<file path="config.mk">
export PLATFORM = sky130hd
export DESIGN_NAME = s_seq_div8_4
export DESIGN_NICKNAME = d
export VERILOG_FILES = /design/src/rtl/s_div_pkg.sv /design/src/rtl/s_seq_div8_4_csub.sv /design/src/rtl/s_seq_div8_4.sv
export SDC_FILE = /design/constraint.sdc
export NUM_CORES = 1
export LEC_CHECK = 0
export ABC_AREA = 1
export CAP_MARGIN = 10
export CORE_MARGIN = 2
export CORE_UTILIZATION = 51
export DETAILED_ROUTE_END_ITERATION = 7
export DONT_BUFFER_PORTS = 1
export HOLD_SLACK_MARGIN = 0.08
export PLACE_DENSITY = 0.73
export SYNTH_ARGS = -nofsm -noshare
export SYNTH_HDL_FRONTEND = slang
export SYNTH_SLANG_ARGS = --single-unit
</file>
<file path="constraint.sdc">
create_clock -name clk -period 2.4 [get_ports clk]
set_clock_uncertainty 0.2 [all_clocks]
set_input_delay 0.12 -clock clk [delete_from_list [all_inputs] [get_ports clk]]
set_output_delay 0.12 -clock clk [all_outputs]
set_load 0.03 [all_outputs]
</file>
<file path="src/rtl/s_div_pkg.sv">
// Shared constants and state encodings for the sequential signed divider.
// Contents:
//   N          divisor/remainder width (dividend/quotient width is 2N)
//   CntW       width of the iteration counter, $clog2(2N)
//   state_t    FSM state type with its encodings (idle, calc, fix, done)
//   special-case encodings for divide-by-zero and overflow
package s_div_pkg;

  localparam int unsigned N    = 4;
  localparam int unsigned CntW = $clog2(2 * N);

  typedef logic [1:0] state_t;
  localparam state_t StIdle = 2'd0;
  localparam state_t StCalc = 2'd1;
  localparam state_t StFix  = 2'd2;
  localparam state_t StDone = 2'd3;

  // First and last values of the down-counting iteration counter
  localparam logic [CntW-1:0] CntFirst = CntW'(2 * N - 1);
  localparam logic [CntW-1:0] CntZero  = '0;

  // Divide-by-zero reports an all-ones quotient
  localparam logic [2*N-1:0] DbzQuotient = '1;

  // Overflow operands: most negative dividend divided by -1
  localparam logic [2*N-1:0] OvfDividend = {1'b1, {(2 * N - 1){1'b0}}};
  localparam logic [N-1:0]   OvfDivisor  = '1;

endpackage

</file>
<file path="src/rtl/s_seq_div8_4_csub.sv">
// Unsigned conditional subtractor used for the restoring-division trial step.
// Ports:
//   a       minuend (shifted partial remainder)
//   b       subtrahend (divisor magnitude)
//   diff    a - b, truncated to Width bits
//   nonneg  high when a >= b, i.e. the difference is valid to keep
module s_seq_div8_4_csub #(
  parameter int unsigned Width = 5
) (
  input  logic [Width-1:0] a,
  input  logic [Width-1:0] b,
  output logic [Width-1:0] diff,
  output logic             nonneg
);

  logic [Width:0] full;

  // Extra top bit acts as the borrow out
  assign full   = {1'b0, a} - {1'b0, b};
  assign diff   = full[Width-1:0];
  assign nonneg = ~full[Width];

endmodule

</file>
<file path="src/rtl/s_seq_div8_4.sv">
// Sequential signed restoring divider: 2N-bit dividend / N-bit divisor,
// one quotient bit per clock, valid/ready on both sides.
// Ports:
//   clk, rst      clock and synchronous active-high reset
//   in_valid/in_ready     operand handshake (ready only while idle)
//   dividend, divisor     signed operands, sampled on the accepting edge
//   out_valid/out_ready   result handshake; outputs held while waiting
//   quotient              signed quotient, truncated toward zero
//   remainder             signed remainder, sign follows the dividend
//   div_by_zero, overflow special-case flags (mutually exclusive)
module s_seq_div8_4
  import s_div_pkg::*;
(
  input  logic             clk,
  input  logic             rst,
  input  logic             in_valid,
  output logic             in_ready,
  input  logic [2*N-1:0]   dividend,
  input  logic [N-1:0]     divisor,
  output logic             out_valid,
  input  logic             out_ready,
  output logic [2*N-1:0]   quotient,
  output logic [N-1:0]     remainder,
  output logic             div_by_zero,
  output logic             overflow
);

  localparam logic [2*N-1:0] OneQ = {{(2 * N - 1){1'b0}}, 1'b1};
  localparam logic [N:0]     OneD = {{N{1'b0}}, 1'b1};
  localparam logic [N-1:0]   OneR = {{(N - 1){1'b0}}, 1'b1};

  state_t            state_q, state_d;
  // Set for the one cycle between accepting operands and dispatching them
  logic              load_q, load_d;
  logic [CntW-1:0]   cnt_q, cnt_d;
  // Dividend magnitude; quotient bits shift in at the LSB as it drains
  logic [2*N-1:0]    mag_q, mag_d;
  logic [N:0]        dvs_q, dvs_d;
  logic [N:0]        rem_q, rem_d;
  logic              dvd_neg_q, dvd_neg_d;
  logic              q_neg_q, q_neg_d;
  logic              dbz_pend_q, dbz_pend_d;
  logic              ovf_pend_q, ovf_pend_d;
  logic [2*N-1:0]    quo_out_q, quo_out_d;
  logic [N-1:0]      rem_out_q, rem_out_d;
  logic              dbz_q, dbz_d;
  logic              ovf_q, ovf_d;

  logic              accept;
  logic [2*N-1:0]    dvd_abs;
  logic [N:0]        dvs_sx;
  logic [N:0]        dvs_abs;
  logic [N:0]        shift_in;
  logic [N:0]        trial_diff;
  logic              trial_ok;
  logic              unused_rem_msb;

  assign in_ready  = !rst && (state_q == StIdle) && !load_q;
  assign out_valid = (state_q == StDone);
  assign accept    = in_valid && in_ready;

  assign quotient    = quo_out_q;
  assign remainder   = rem_out_q;
  assign div_by_zero = dbz_q;
  assign overflow    = ovf_q;

  // Magnitudes; the most negative dividend maps to 2^(2N-1) unsigned
  assign dvd_abs = dividend[2*N-1] ? (~dividend + OneQ) : dividend;
  assign dvs_sx  = {divisor[N-1], divisor};
  assign dvs_abs = divisor[N-1] ? (~dvs_sx + OneD) : dvs_sx;

  // Partial remainder is always below |divisor| <= 2^(N-1), so its MSB is zero
  assign shift_in       = {rem_q[N-1:0], mag_q[2*N-1]};
  assign unused_rem_msb = rem_q[N];

  s_seq_div8_4_csub #(
    .Width (N + 1)
  ) u_csub (
    .a      (shift_in),
    .b      (dvs_q),
    .diff   (trial_diff),
    .nonneg (trial_ok)
  );

  always_comb begin
    state_d    = state_q;
    load_d     = load_q;
    cnt_d      = cnt_q;
    mag_d      = mag_q;
    dvs_d      = dvs_q;
    rem_d      = rem_q;
    dvd_neg_d  = dvd_neg_q;
    q_neg_d    = q_neg_q;
    dbz_pend_d = dbz_pend_q;
    ovf_pend_d = ovf_pend_q;
    quo_out_d  = quo_out_q;
    rem_out_d  = rem_out_q;
    dbz_d      = dbz_q;
    ovf_d      = ovf_q;

    case (state_q)
      StIdle: begin
        if (load_q) begin
          load_d = 1'b0;
          if (dbz_pend_q) begin
            quo_out_d = DbzQuotient;
            rem_out_d = '0;
            dbz_d     = 1'b1;
            ovf_d     = 1'b0;
            state_d   = StDone;
          end else if (ovf_pend_q) begin
            quo_out_d = OvfDividend;
            rem_out_d = '0;
            dbz_d     = 1'b0;
            ovf_d     = 1'b1;
            state_d   = StDone;
          end else begin
            rem_d   = '0;
            cnt_d   = CntFirst;
            state_d = StCalc;
          end
        end else if (accept) begin
          load_d     = 1'b1;
          mag_d      = dvd_abs;
          dvs_d      = dvs_abs;
          dvd_neg_d  = dividend[2*N-1];
          q_neg_d    = dividend[2*N-1] ^ divisor[N-1];
          dbz_pend_d = (divisor == '0);
          ovf_pend_d = (dividend == OvfDividend) && (divisor == OvfDivisor);
        end
      end

      StCalc: begin
        rem_d = trial_ok ? trial_diff : shift_in;
        mag_d = {mag_q[2*N-2:0], trial_ok};
        cnt_d = cnt_q - CntW'(1);
        if (cnt_q == CntZero) begin
          state_d = StFix;
        end
      end

      StFix: begin
        quo_out_d = q_neg_q ? (~mag_q + OneQ) : mag_q;
        rem_out_d = dvd_neg_q ? (~rem_q[N-1:0] + OneR) : rem_q[N-1:0];
        dbz_d     = 1'b0;
        ovf_d     = 1'b0;
        state_d   = StDone;
      end

      StDone: begin
        if (out_ready) begin
          state_d = StIdle;
        end
      end

      default: state_d = StIdle;
    endcase
  end

  always_ff @(posedge clk) begin
    if (rst) begin
      state_q    <= StIdle;
      load_q     <= 1'b0;
      cnt_q      <= '0;
      mag_q      <= '0;
      dvs_q      <= '0;
      rem_q      <= '0;
      dvd_neg_q  <= 1'b0;
      q_neg_q    <= 1'b0;
      dbz_pend_q <= 1'b0;
      ovf_pend_q <= 1'b0;
      quo_out_q  <= '0;
      rem_out_q  <= '0;
      dbz_q      <= 1'b0;
      ovf_q      <= 1'b0;
    end else begin
      state_q    <= state_d;
      load_q     <= load_d;
      cnt_q      <= cnt_d;
      mag_q      <= mag_d;
      dvs_q      <= dvs_d;
      rem_q      <= rem_d;
      dvd_neg_q  <= dvd_neg_d;
      q_neg_q    <= q_neg_d;
      dbz_pend_q <= dbz_pend_d;
      ovf_pend_q <= ovf_pend_d;
      quo_out_q  <= quo_out_d;
      rem_out_q  <= rem_out_d;
      dbz_q      <= dbz_d;
      ovf_q      <= ovf_d;
    end
  end

endmodule
</file>
Word level (Yosys, flattened, before mapping)
Index checks and enable logic that the tools add are counted.
{"block": "classes", "muxes": 40, "n_bitwise": 7, "reduce_logical": 16, "addsub": 6, "n_eq_ne": 13}
{"cell": "2-to-1 mux 8 bit", "count": 7}
{"cell": "2-to-1 mux 4 bit", "count": 8}
{"cell": "case mux 8 bit (2 select lines)", "count": 2}
{"cell": "adder 8 x 1 -> 8 bit (second input constant)", "count": 2}
{"cell": "inverter 8 bit", "count": 2}
{"cell": "case mux 4 bit (2 select lines)", "count": 2}
{"cell": "inequality test 2 bit (second input constant)", "count": 6}
{"cell": "AND reduction 3 bit", "count": 4}
{"cell": "2-to-1 mux 2 bit", "count": 5}
{"cell": "2-to-1 mux 3 bit", "count": 3}
{"cell": "== test 8 bit (second input constant)", "count": 1}
{"cell": "2-to-1 mux 1 bit", "count": 8}
{"cell": "case mux 2 bit (4 select lines)", "count": 1}
{"cell": "case mux 3 bit (2 select lines)", "count": 1}
{"cell": "subtractor 5 x 5 -> 6 bit", "count": 1}
{"cell": "adder 5 x 1 -> 5 bit (second input constant)", "count": 1}
{"cell": "2-to-1 mux 5 bit", "count": 1}
{"cell": "inverter 5 bit", "count": 1}
{"cell": "adder 4 x 1 -> 4 bit (second input constant)", "count": 1}
{"cell": "== test 2 bit (second input constant)", "count": 2}
{"cell": "== test 4 bit (second input constant)", "count": 1}
{"cell": "logical AND 1 bit", "count": 4}
{"cell": "logical NOT 4 bit", "count": 1}
{"cell": "inverter 4 bit", "count": 1}
{"cell": "other kinds (12)", "count": 16}
{"block": "totals", "wordCells": 96, "ff_bits": 41, "out_inout_bits": 16, "input_bits": 16}

Longest topological paths before layout
{"block": "depth", "depth_word": 7, "depth_mapped": 11, "depth_no_buf": 11}

Cells and area by module
From an unflattened synthesis, not the netlist that was laid out.
{"block": "unflattened", "cells_unflattened": 373, "area_unflattened_um2": 2522.4}
{"module": "s_seq_div8_4", "cells_per_inst": 336, "area_each_um2": 2307.2, "seq_area_each_um2": 820.8, "instances": 1}
{"module": "s_seq_div8_4_csub", "cells_per_inst": 37, "area_each_um2": 215.2, "seq_area_each_um2": 0.0, "instances": 1}

Least setup slack after synthesis
No wires, ideal clock.
{"block": "synth_timing", "path_type": "register to register", "startpoint": "register state_q[0]", "endpoint": "register mag_q[5]", "path_slack_ns": 0.479, "required_time_ns": 2.083, "t_arrival_ns": 1.604, "setup_ns": 0.117, "path_stages_with_launch": 10, "period_less_slack_ns": 1.921, "n_path_buf": 0, "cell_sequence": "dfxtp_1 -> inv_1 -> ha_1 -> nand2_4 -> nor2_4 -> nand2_2 -> a21oi_4 -> o21ai_0 -> nor2_1 -> nor2_1"}
{"block": "synth_via", "elab_chain_len": 6}
{"element": "start, declared", "line": "s_seq_div8_4.sv:32", "text": "state_t state_q, state_d;"}
{"element": "start signal, assigned", "line": "s_seq_div8_4.sv:162", "text": "state_q <= StIdle;"}
{"element": "start signal, assigned", "line": "s_seq_div8_4.sv:177", "text": "state_q <= state_d;"}
{"element": "logical NOT 2 bit", "line": "s_seq_div8_4.sv:58", "text": "assign in_ready = !rst && (state_q == StIdle) && !load_q;"}
{"element": "logical AND 1 bit (2 in series)", "line": "s_seq_div8_4.sv:58"}
{"element": "net in_ready", "line": "s_seq_div8_4.sv:17", "text": "output logic in_ready,"}
{"element": "logical AND 1 bit", "line": "s_seq_div8_4.sv:60", "text": "assign accept = in_valid && in_ready;"}
{"element": "inequality test 2 bit (no source line)"}
{"element": "AND reduction 3 bit (no source line)"}
{"element": "end signal, assigned", "line": "s_seq_div8_4.sv:180", "text": "mag_q <= mag_d;"}
{"element": "end, declared", "line": "s_seq_div8_4.sv:37", "text": "logic [2*N-1:0] mag_q, mag_d;"}
The timed path passes the listed nets, and every way through them passes these cells.
A chain may end at the register's enable or synchronous reset.

Worst setup path after layout
{"block": "layout_timing", "startpoint": "register state_q[1]", "endpoint": "register mag_q[3]"}
{"block": "layout_via", "elab_chain_len": 6}
{"element": "logical NOT 2 bit", "line": "s_seq_div8_4.sv:58, s_seq_div8_4.sv:101"}
{"element": "logical AND 1 bit (2 in series)", "line": "s_seq_div8_4.sv:58"}
{"element": "logical AND 1 bit", "line": "s_seq_div8_4.sv:60"}
{"element": "inequality test 2 bit (no source line)"}
{"element": "AND reduction 3 bit (no source line)"}
Several ways; a longest one is shown, not always the timed one.

==> out/metrics.cfg <==
[clocking]
cts_buffer_depth=2
htreeDepth=2
cts_tree=done
cts_root_buf=clkbuf_8
clk_latency_ns=0.29
cts.reportedPaths.clkPinSlew_ns=0.08
cts.sinks=41
cts_made_buffers=5

[cells_and_area]
nNetsFinal=418
drive_gt1_share_pct=8.052
synthToLayoutAreaGrowth_pct=16.27
diodes=0
design_area_um2=2898
postLayoutCoreUtil_pct=61.35

[job]
drv_cap=0

[global_route]
grt_use_met1_pct=29.57
grt.busiest_layer=met2
grt_antenna_before_repair=0
grt_max_degree=29
grt_pass1_vias=2167
grt_pass1_wl_mm=9.680
grt_use_met3_pct=4.390
met2_usage_pct=38.99
overflow=0
grt_usage_pct=22.79

[detailed_routing]
drt_iter0_drc=164
viasPerCell=5.303
wl_per_cell_um=12.82
dr_total_vias=2397
drtPass1Iterations=4
ant_nets=0
drc=0
totalWireLength_mm=5.794

[die]
start_util_pct=52.77
num_rows=25
die_h_um=73.91
die-area_um2=5462
die_x_um=73.91
core_area_um2=4723
ios=32

[setup_path]
path_delay_family=buffers and inverters
cpMostUsedCell=nand3_1
cpPeakStageDelay_ns=0.57
worst_path_max_delay_cell=dlygate4sd3_1
arrival_ns=2.19
cp.buffers_inverters=3
cp-start-kind=flip-flop
path_cells=inv_1 > ha_2 > clkinvlp_4 > nand3_1 > dlygate4sd3_1 > nand3_1 > a21oi_1
worstSetupPathType=reg2reg
r2r_slack_ns=0.22
end_kind=flip-flop
critPathMaxFanout=9
cp_data_required_time_ns=2.41

[timing]
setup_viol=0
max_clock_freq_ghz=0.4583
finalSetupTns_ns=0
max_slew_margin_pct=23.81
rsz0062_at_grt=false
drv_slew=0
min_period_ns=2.182
period_share_pct=90.92
hold_viol=0
worstMarginPinSlew_ns=1.143

[yosys]
synth_flop_cell=dfxtp_1
synthesis.nets=398
syn_inst=364
synth.most_common_cell=nand2_1
synth_area_per_cell_um2=6.847
async_flop_share_pct=0
yosysSeqAreaShare_pct=32.93
synth_seq_cells=41
synth_commonest_cells=78 x nand2_1, 55 x inv_1, 41 x dfxtp_1, 34 x a21oi_1, 31 x nand3_1
synth_cell_type_count=29
syn_area_um2=2492
synth_area_leaders=dfxtp_1 33%, nand2_1 12%, ha_1 8.5%
synth_warnings=0
yosys.area.top_type=dfxtp_1
synth-edff-count=0
synth_top_area_share_pct=32.93

[place]
gp_congestion=0.8932
placed_area_um2=2537
dp_hpwl_mm=4.047
port_buffers=0

[power]
power_leakage_nw=1.252
powerDensity_nw_per_um2=975.3
peakVddDrop_mv=0.4624

[hold_path]
hold_path_class=in2reg

[run_status]
status=complete, no violations

## placed cells by master (no fill, tap or decap), types with 2 or more instances in the layout
cell / instances
a21oi_1: 34
buf_4: 6
bufinv_16: 2
clkbuf_8: 5
clkinv_2: 2
dfxtp_1: 41
dlygate4sd3_1: 16
dlymetal6s4s_1: 2
ha_1: 16
inv_1: 53
nand2_1: 78
nand2_2: 2
nand2_4: 2
nand3_1: 30
nand3_2: 2
nand3b_1: 2
nand4_1: 8
nor2_1: 28
nor2_4: 4
nor3_1: 4
o211ai_1: 2
o21ai_0: 29
o31ai_1: 2
xnor2_1: 2
xor2_1: 4
## worst min-delay path: cells and delay by family
family                 cells  cell delay [ns]
AND/OR/NAND/NOR            5             0.30
AO/OA/AOI/OAI              1             0.08
buffers and inverters      1             0.07
## registers in the layout, summed over array words and instances, names as in the netlist
name / flops
state_q: 2
quotient: 8
cnt_q: 3
dbz_pend_q: 1
ovf_pend_q: 1
q_neg_q: 1
overflow: 1
dvs_q: 5
mag_q: 8
dvd_neg_q: 1
rem_q: 4
remainder: 4
div_by_zero: 1
load_q: 1
## cell families after synthesis
| kind of cell | Yosys count | synth area share, % |
|---|---|---|
| simple gates | 161 | 29.47 |
| compound gates | 70 | 15.06 |
| buf+inv | 67 | 10.64 |
| flops | 41 | 32.93 |
| fa+ha+maj | 18 | 9.337 |
| xor+xnor | 6 | 2.108 |
| mux | 1 | 0.4518 |
## layer usage
layer  routed length [µm]  vias up
met5                    0        -
met1                 2634     1101
met2                 2747       69
li1                     -     1217
met4                   76        0
met3                  336       10
## path summary, 6_finish.rpt
check / startpoint / endpoint / cells after the start
worst max-delay path: state_q[1] / mag_q[3] / 7
worst min-delay path: dividend[3] / mag_q[7] / 7
worst max register to register: state_q[1] / mag_q[3] / 7
worst min register to register: dvs_q[4] / dvs_q[4] / 2
## what timing repair did
action,4_1_cts,5_1_grt
resized for setup,0,6
setup buffers,0,4
setup endpoints to repair,0,18
hold buffers,19,0
hold endpoints to repair,40,0
## area by class of cell
class / instances / area (µm²)
Fill cell: 431 / 1826
Tap cell: 67 / 83.83
Multi-Input combinational cell: 256 / 1414
Clock buffer: 5 / 68.82
Timing Repair Buffer: 24 / 230.2
Inverter: 56 / 215.2
Sequential cell: 41 / 820.8
Clock inverter: 3 / 65.06
## power breakdown
group	leakage, nW	switching (mW)	total [mW]	internal [mW]
clock network	0.0681	0.243	0.656	0.413
logic	0.850	0.781	1.24	0.456
registers	0.334	0.131	0.933	0.801
## per-stage QoR
stage	total power, mW	std cells	hold WS (ns)	worst slack (ns)
floorplan	1.844	364	0.07438	0.4793
global placement	2.039	422	-0.007698	0.4050
detailed placement	2.067	422	-0.006991	0.3239
CTS	2.780	449	0.08612	0.05723
global route	3.050	452	0.1255	0.06780
finish	2.826	452	0.1062	0.2179
No activity file was read; power rests on OpenSTA's default activity.
